### src/rtl/pwm_measure.sv
// pwm_measure: receive-side checker for a DPWM H/L output pair.
// Measures H on-time, H->L dead time, L on-time, L->H dead time and period
// per switching cycle, publishes them with a one-cycle strobe and flags
// overlap and edge-order violations.
// Optional macro PWM_SYNC_EN: adds a SYNC_STAGES-deep synchroniser on
// H_PWM and L_PWM for pins that are asynchronous to clk.
module pwm_measure #(
  parameter int unsigned Dc_length   = 13,
  parameter int unsigned SYNC_STAGES = 2
) (
  input  logic                 clk,
  input  logic                 rst,
  input  logic                 meas_en,
  input  logic                 H_PWM,
  input  logic                 L_PWM,
  output logic [Dc_length-1:0] H_on_meas,
  output logic [Dc_length-1:0] DT_HL_meas,
  output logic [Dc_length-1:0] L_on_meas,
  output logic [Dc_length-1:0] DT_LH_meas,
  output logic [Dc_length+1:0] Period_meas,
  output logic                 meas_valid,
  output logic                 meas_sat,
  output logic                 overlap_err,
  output logic                 seq_err
);

  localparam int unsigned PW = Dc_length + 2;
  localparam logic [Dc_length-1:0] CNT_MAX = {Dc_length{1'b1}};
  localparam logic [Dc_length-1:0] CNT_ONE = Dc_length'(1);

  typedef enum logic [2:0] {
    IDLE  = 3'd0,
    H_ON  = 3'd1,
    DT_HL = 3'd2,
    L_ON  = 3'd3,
    DT_LH = 3'd4
  } state_t;

  state_t               state;
  logic                 h_in, l_in;
  logic                 s_h, p_h, s_l, p_l;
  logic [Dc_length-1:0] cnt;
  logic                 sat;
  logic [Dc_length-1:0] h_q, dthl_q, l_q;

  // A synchroniser depth of zero would leave the chain without an output
  if (SYNC_STAGES < 1) begin : g_bad_sync
    $error("SYNC_STAGES must be at least 1");
  end

`ifdef PWM_SYNC_EN
  logic [SYNC_STAGES-1:0] h_sync, l_sync;

  // Synchroniser chains ahead of the sampling registers
  always_ff @(posedge clk) begin
    if (!rst) begin
      h_sync <= '0;
      l_sync <= '0;
    end else begin
      h_sync[0] <= H_PWM;
      l_sync[0] <= L_PWM;
      for (int i = 1; i < int'(SYNC_STAGES); i++) begin
        h_sync[i] <= h_sync[i-1];
        l_sync[i] <= l_sync[i-1];
      end
    end
  end

  assign h_in = h_sync[SYNC_STAGES-1];
  assign l_in = l_sync[SYNC_STAGES-1];
`else
  assign h_in = H_PWM;
  assign l_in = L_PWM;
`endif

  logic h_rise, h_fall, l_rise, l_fall, overlap;
  assign h_rise  = s_h & ~p_h;
  assign h_fall  = ~s_h & p_h;
  assign l_rise  = s_l & ~p_l;
  assign l_fall  = ~s_l & p_l;
  assign overlap = s_h & s_l;

  // Saturating phase counter step
  logic                 cnt_at_max;
  logic [Dc_length-1:0] cnt_inc;
  assign cnt_at_max = (cnt == CNT_MAX);
  assign cnt_inc    = cnt_at_max ? cnt : cnt + CNT_ONE;

  // Closing H rise: from L_ON the L->H dead time is zero, from DT_LH it is cnt
  logic                 publish;
  logic [Dc_length-1:0] pub_l, pub_dtlh;
  logic [PW-1:0]        pub_period;
  assign publish    = meas_en & ~overlap & h_rise &
                      ((state == DT_LH) | ((state == L_ON) & l_fall));
  assign pub_l      = (state == L_ON) ? cnt : l_q;
  assign pub_dtlh   = (state == L_ON) ? '0 : cnt;
  assign pub_period = PW'(h_q) + PW'(dthl_q) + PW'(pub_l) + PW'(pub_dtlh);

  // Sampling, phase-sequence FSM, counter and registered results
  always_ff @(posedge clk) begin
    if (!rst) begin
      s_h         <= 1'b0;
      p_h         <= 1'b0;
      s_l         <= 1'b0;
      p_l         <= 1'b0;
      state       <= IDLE;
      cnt         <= '0;
      sat         <= 1'b0;
      h_q         <= '0;
      dthl_q      <= '0;
      l_q         <= '0;
      H_on_meas   <= '0;
      DT_HL_meas  <= '0;
      L_on_meas   <= '0;
      DT_LH_meas  <= '0;
      Period_meas <= '0;
      meas_valid  <= 1'b0;
      meas_sat    <= 1'b0;
      overlap_err <= 1'b0;
      seq_err     <= 1'b0;
    end else begin
      s_h         <= h_in;
      p_h         <= s_h;
      s_l         <= l_in;
      p_l         <= s_l;
      meas_valid  <= 1'b0;
      overlap_err <= 1'b0;
      seq_err     <= 1'b0;

      if (!meas_en) begin
        state <= IDLE;
        cnt   <= '0;
        sat   <= 1'b0;
      end else if (overlap) begin
        overlap_err <= 1'b1;
        state       <= IDLE;
        cnt         <= '0;
        sat         <= 1'b0;
      end else begin
        case (state)
          IDLE: begin
            if (h_rise) begin
              state <= H_ON;
              cnt   <= CNT_ONE;
            end
          end
          H_ON: begin
            if (h_fall) begin
              h_q <= cnt;
              cnt <= CNT_ONE;
              if (l_rise) begin
                dthl_q <= '0;
                state  <= L_ON;
              end else begin
                state  <= DT_HL;
              end
            end else begin
              cnt <= cnt_inc;
              sat <= sat | cnt_at_max;
            end
          end
          DT_HL: begin
            if (l_rise) begin
              dthl_q <= cnt;
              cnt    <= CNT_ONE;
              state  <= L_ON;
            end else if (h_rise) begin
              seq_err <= 1'b1;
              cnt     <= CNT_ONE;
              sat     <= 1'b0;
              state   <= H_ON;
            end else begin
              cnt <= cnt_inc;
              sat <= sat | cnt_at_max;
            end
          end
          L_ON: begin
            if (l_fall) begin
              l_q   <= cnt;
              cnt   <= CNT_ONE;
              state <= h_rise ? H_ON : DT_LH;
            end else begin
              cnt <= cnt_inc;
              sat <= sat | cnt_at_max;
            end
          end
          DT_LH: begin
            if (h_rise) begin
              cnt   <= CNT_ONE;
              state <= H_ON;
            end else if (l_rise) begin
              seq_err <= 1'b1;
              cnt     <= '0;
              sat     <= 1'b0;
              state   <= IDLE;
            end else begin
              cnt <= cnt_inc;
              sat <= sat | cnt_at_max;
            end
          end
          default: begin
            state <= IDLE;
            cnt   <= '0;
            sat   <= 1'b0;
          end
        endcase

        if (publish) begin
          H_on_meas   <= h_q;
          DT_HL_meas  <= dthl_q;
          L_on_meas   <= pub_l;
          DT_LH_meas  <= pub_dtlh;
          Period_meas <= pub_period;
          meas_sat    <= sat;
          meas_valid  <= 1'b1;
          sat         <= 1'b0;
        end
      end
    end
  end

endmodule

### config.mk
export PLATFORM = sky130hd
export DESIGN_NAME = pwm_measure
export DESIGN_NICKNAME = d
export VERILOG_FILES = /design/src/rtl/pwm_measure.sv
export SDC_FILE = /design/constraint.sdc
export NUM_CORES = 1
export LEC_CHECK = 0
export CAP_MARGIN = 10
export CELL_PAD_IN_SITES_DETAIL_PLACEMENT = 0
export CELL_PAD_IN_SITES_GLOBAL_PLACEMENT = 1
export CORE_ASPECT_RATIO = 1.5
export CORE_MARGIN = 10
export CORE_UTILIZATION = 42
export CTS_CLUSTER_SIZE = 28
export DETAILED_ROUTE_END_ITERATION = 6
export GPL_TIMING_DRIVEN = 0
export HOLD_SLACK_MARGIN = 0.06
export PLACE_DENSITY = 0.8
export SYNTH_ARGS = -nofsm -noshare
export SYNTH_HDL_FRONTEND = slang
export SYNTH_SLANG_ARGS = --single-unit
### constraint.sdc
create_clock -name clk -period 4.4 [get_ports clk]
set_input_delay 0.88 -clock clk [delete_from_list [all_inputs] [get_ports clk]]
set_output_delay 0.88 -clock clk [all_outputs]
set_load 0.05 [all_outputs]
==> impl_metrics.toml <==
[timing]
setup_violations = 0
fin_crit_ns = 4.19
skew_ns = 0.0131
holdWs_ns = 0.449
max_freq_mhz = 239
tightest_slew_ns = 0.757
grt_setup_unrepaired = "true"
hold_viol_final = 0
slew_violations = 0
finalCritPeriodShare_pct = 95.2
relSlewSlack_pct = 49.1

[clock_tree]
clkSlewWorstSetupHoldPaths_ns = 0.06
cts_sinks = 131
cts_tree = "built"
h-tree-depth = 4
cts_root_buf = "clkbuf_16"
clockBufferDepth = 2
clock_latency_ns = 0.43
post_cts_buffers = 0
numCtsBuffers = 17

[floorplanning]
fp.dieH_um = 171
die_area_um2 = 20700
start_util_pct = 42.7
ios = 76
dieWidth_um = 121
core_um2 = 15000
rows = 55

[logic_synthesis]
synth_top_area_share_pct = 40.9
synth_cell_type_count = 48
syn_area_um2 = 6410
synth_compound_area_share_pct = 13.5
synthSimpleGateAreaFrac_pct = 20.2
syn_nets = 808
yosys_register_bits = 131
syn_inst = 762
synth_top_cell_by_area = "dfxtp_1"
avgSynthCellArea_um2 = 8.41
synth_xor_area_share_pct = 2.05
yosys-top-cells-area = "dfxtp_1, fa_1, nand2_1, a21oi_1, mux2i_1"
ys_warn_count = 0
synth_top_family_by_area = "simple AND/OR/NAND/NOR gates"
post_synth_fa_ha_maj_area_fraction_pct = 11.1
synth_flop_cell = "dfxtp_1"
ys_top_cells_by_count = "dfxtp_1, nand2_1, a21oi_1"
ys_seq_area_share_pct = 40.9
async_reset_ff_share_pct = 0
synth_edf_count = 0
synth.area.mux_share_pct = 5.78
synth.most_common_cell = "dfxtp_1"

[setup_path]
r2r_slack_ns = 0.21
cp-start-kind = "flop"
worst_path_largest_cell_delay_ns = 0.51
reg2reg_from = "state[1]"
worstSetupEndpointType = "flop"
startpoint = "state[1]"
cp.required_ns = 4.69
crit_path_top_delay_cell = "fa_1"
timing.rr.end = "Period_meas[14]"
cp_cell_sequence = "clkbuf_4 -> nand3b_1 -> clkbuf_4 -> mux2i_2 -> fa_1 -> fa_1 -> inv_1 -> ha_1 -> a211oi_1 -> o21ai_1 -> o211ai_1 -> a31oi_1 -> a2111oi_1 -> nor4_1"
worstSetupPathType = "flop to flop"
worst_ep_arrival_time_ns = 4.48
path_max_fanout = 10
r2r_cells = 14

[grt]
grt_util_all_layers_pct = 19.3
grt_start_max_net_pins = 17
grt_pass1_vias = 5973
antenna_found_initial = 0
grt_pass1_wl_um = 31200
grt_remaining_overflow = 0

[finish]
top_register = "Period_meas"
drive_gt1_share_pct = 6.34
nFillCells = 1483
seqCellArea_um2 = 2620
fin_area_um2 = 8030
n_antenna_cell = 0
multi_input_area_um2 = 3380
largest_reg_flops = 15
synthToLayoutAreaGrowth_pct = 25.4
nNetsFinal = 902
utilization_pct = 53.5

[place]
port_buffers = 75
hpwl_um = 14800
globalplace.congestion = 0.917
placed_cell_area_um2 = 7410

[detailed_routing]
ant_nets = 0
drc = 0
drt_iter0_markers = 301
wire_per_inst_um = 18.4
vias_per_cell = 5.36
wirelength_um = 19600
dr.pass1.iters = 6
vias = 5712

[min_path]
min_delay_worst_endpoint = "Period_meas[5]"
hold_start = "Period_meas[5]"
holdPathStages = 2
min_path_type = "flop to flop"

[power]
irDropWorstVdd_mv = 0.274
pwr_density_cell_nw_per_um2 = 338
p_total_mw = 2.72
p_leak_nw = 3.01

[job]
max_cap_violations = 0

[outcome]
run_status = "completed"
-- cell type report --
| class | instances | area share [%] |
|---|---|---|
| clock buffers | 19 | 5.64 |
| flip-flops and latches | 131 | 32.6 |
| multi-input cells | 527 | 42.1 |
| inverters | 50 | 2.34 |
| repair buffers | 75 | 9.35 |
| plain buffers | 54 | 2.91 |
| well taps | 199 | 3.10 |
| clock inverters | 11 | 1.92 |
-- worst max-delay path, delay by kind of cell (launching register included) --
family | cells | cell delay (ns)
buf+inv | 3 | 0.57
compound gates | 5 | 1.26
simple gates | 2 | 0.22
mux | 1 | 0.30
fa+ha+maj | 3 | 1.32
flops | 1 | 0.39
-- stage by stage --
stage	setup TNS, ns	instances	setup slack, ns
after floorplan	0	762	0.659
after global placement	0	1036	0.132
after detailed placement	0	1036	0.0885
after CTS	0	1066	0.0628
after global routing	-0.0574	1066	-0.0574
final	0	1066	0.211
-- layer usage --
metal | global-route usage (%) | vias to the layer above | part of all wire [%]
met2 | 34.6 | 147 | 53
li1 | - | 2738 | -
met4 | 12.5 | 0 | 5.3
met5 | 0 | - | 0
met1 | 19.6 | 2770 | 37
met3 | 4.46 | 57 | 4.6
-- cells in the final DEF, fill, tap and decap left out, drive strengths merged, types with 4 or more instances in the layout --
| master | Yosys | final |
|---|---|---|
| dfxtp | 131 | 131 |
| nand2 | 128 | 128 |
| a21oi | 80 | 80 |
| clkdlybuf4s50 | 0 | 75 |
| nor2 | 70 | 70 |
| clkbuf | 34 | 55 |
| inv | 50 | 52 |
| mux2i | 37 | 37 |
| nand3 | 36 | 36 |
| fa | 26 | 26 |
| buf | 20 | 18 |
| o21ai | 16 | 16 |
| ha | 15 | 15 |
| a211oi | 15 | 15 |
| nor3 | 14 | 14 |
| xnor2 | 12 | 12 |
| nor2b | 7 | 7 |
| and2 | 7 | 7 |
| nor4 | 7 | 7 |
| and3 | 6 | 6 |
| a21o | 5 | 5 |
| o21a | 4 | 4 |
| clkinv | 0 | 4 |
| a2111oi | 4 | 4 |
-- power by group --
group / internal [mW] / switching (mW) / leakage, nW
registers: 1.19 / 0.00255 / 1.06
logic: 0.0154 / 0.0442 / 1.66
clock network: 0.919 / 0.549 / 0.292
total: 2.12 / 0.595 / 3.01
-- worst max path at each step --
stage	slack (ns)	cells past startpoint	end
floorplan	0.66	15	Period_meas[11]
global placement	0.13	14	Period_meas[14]
detailed placement	0.09	14	Period_meas[14]
CTS	0.06	14	Period_meas[14]
global route	-0.06	14	Period_meas[14]
finish	0.21	14	Period_meas[14]
-- kinds of logic after synthesis --
| group | Yosys count |
|---|---|
| AND/OR/NAND/NOR | 291 |
| flip-flops | 131 |
| AO/OA/AOI/OAI | 143 |
| buffers and inverters | 104 |
| adder cells (fa/ha/maj) | 41 |
| XOR/XNOR | 15 |
| multiplexers | 37 |
-- timing repair --
item,in CTS,in global routing
resized for setup,0,7
setup endpoints to repair,0,5
hold buffers,0,0
Note: power is estimated with default switching activity, not from simulation.
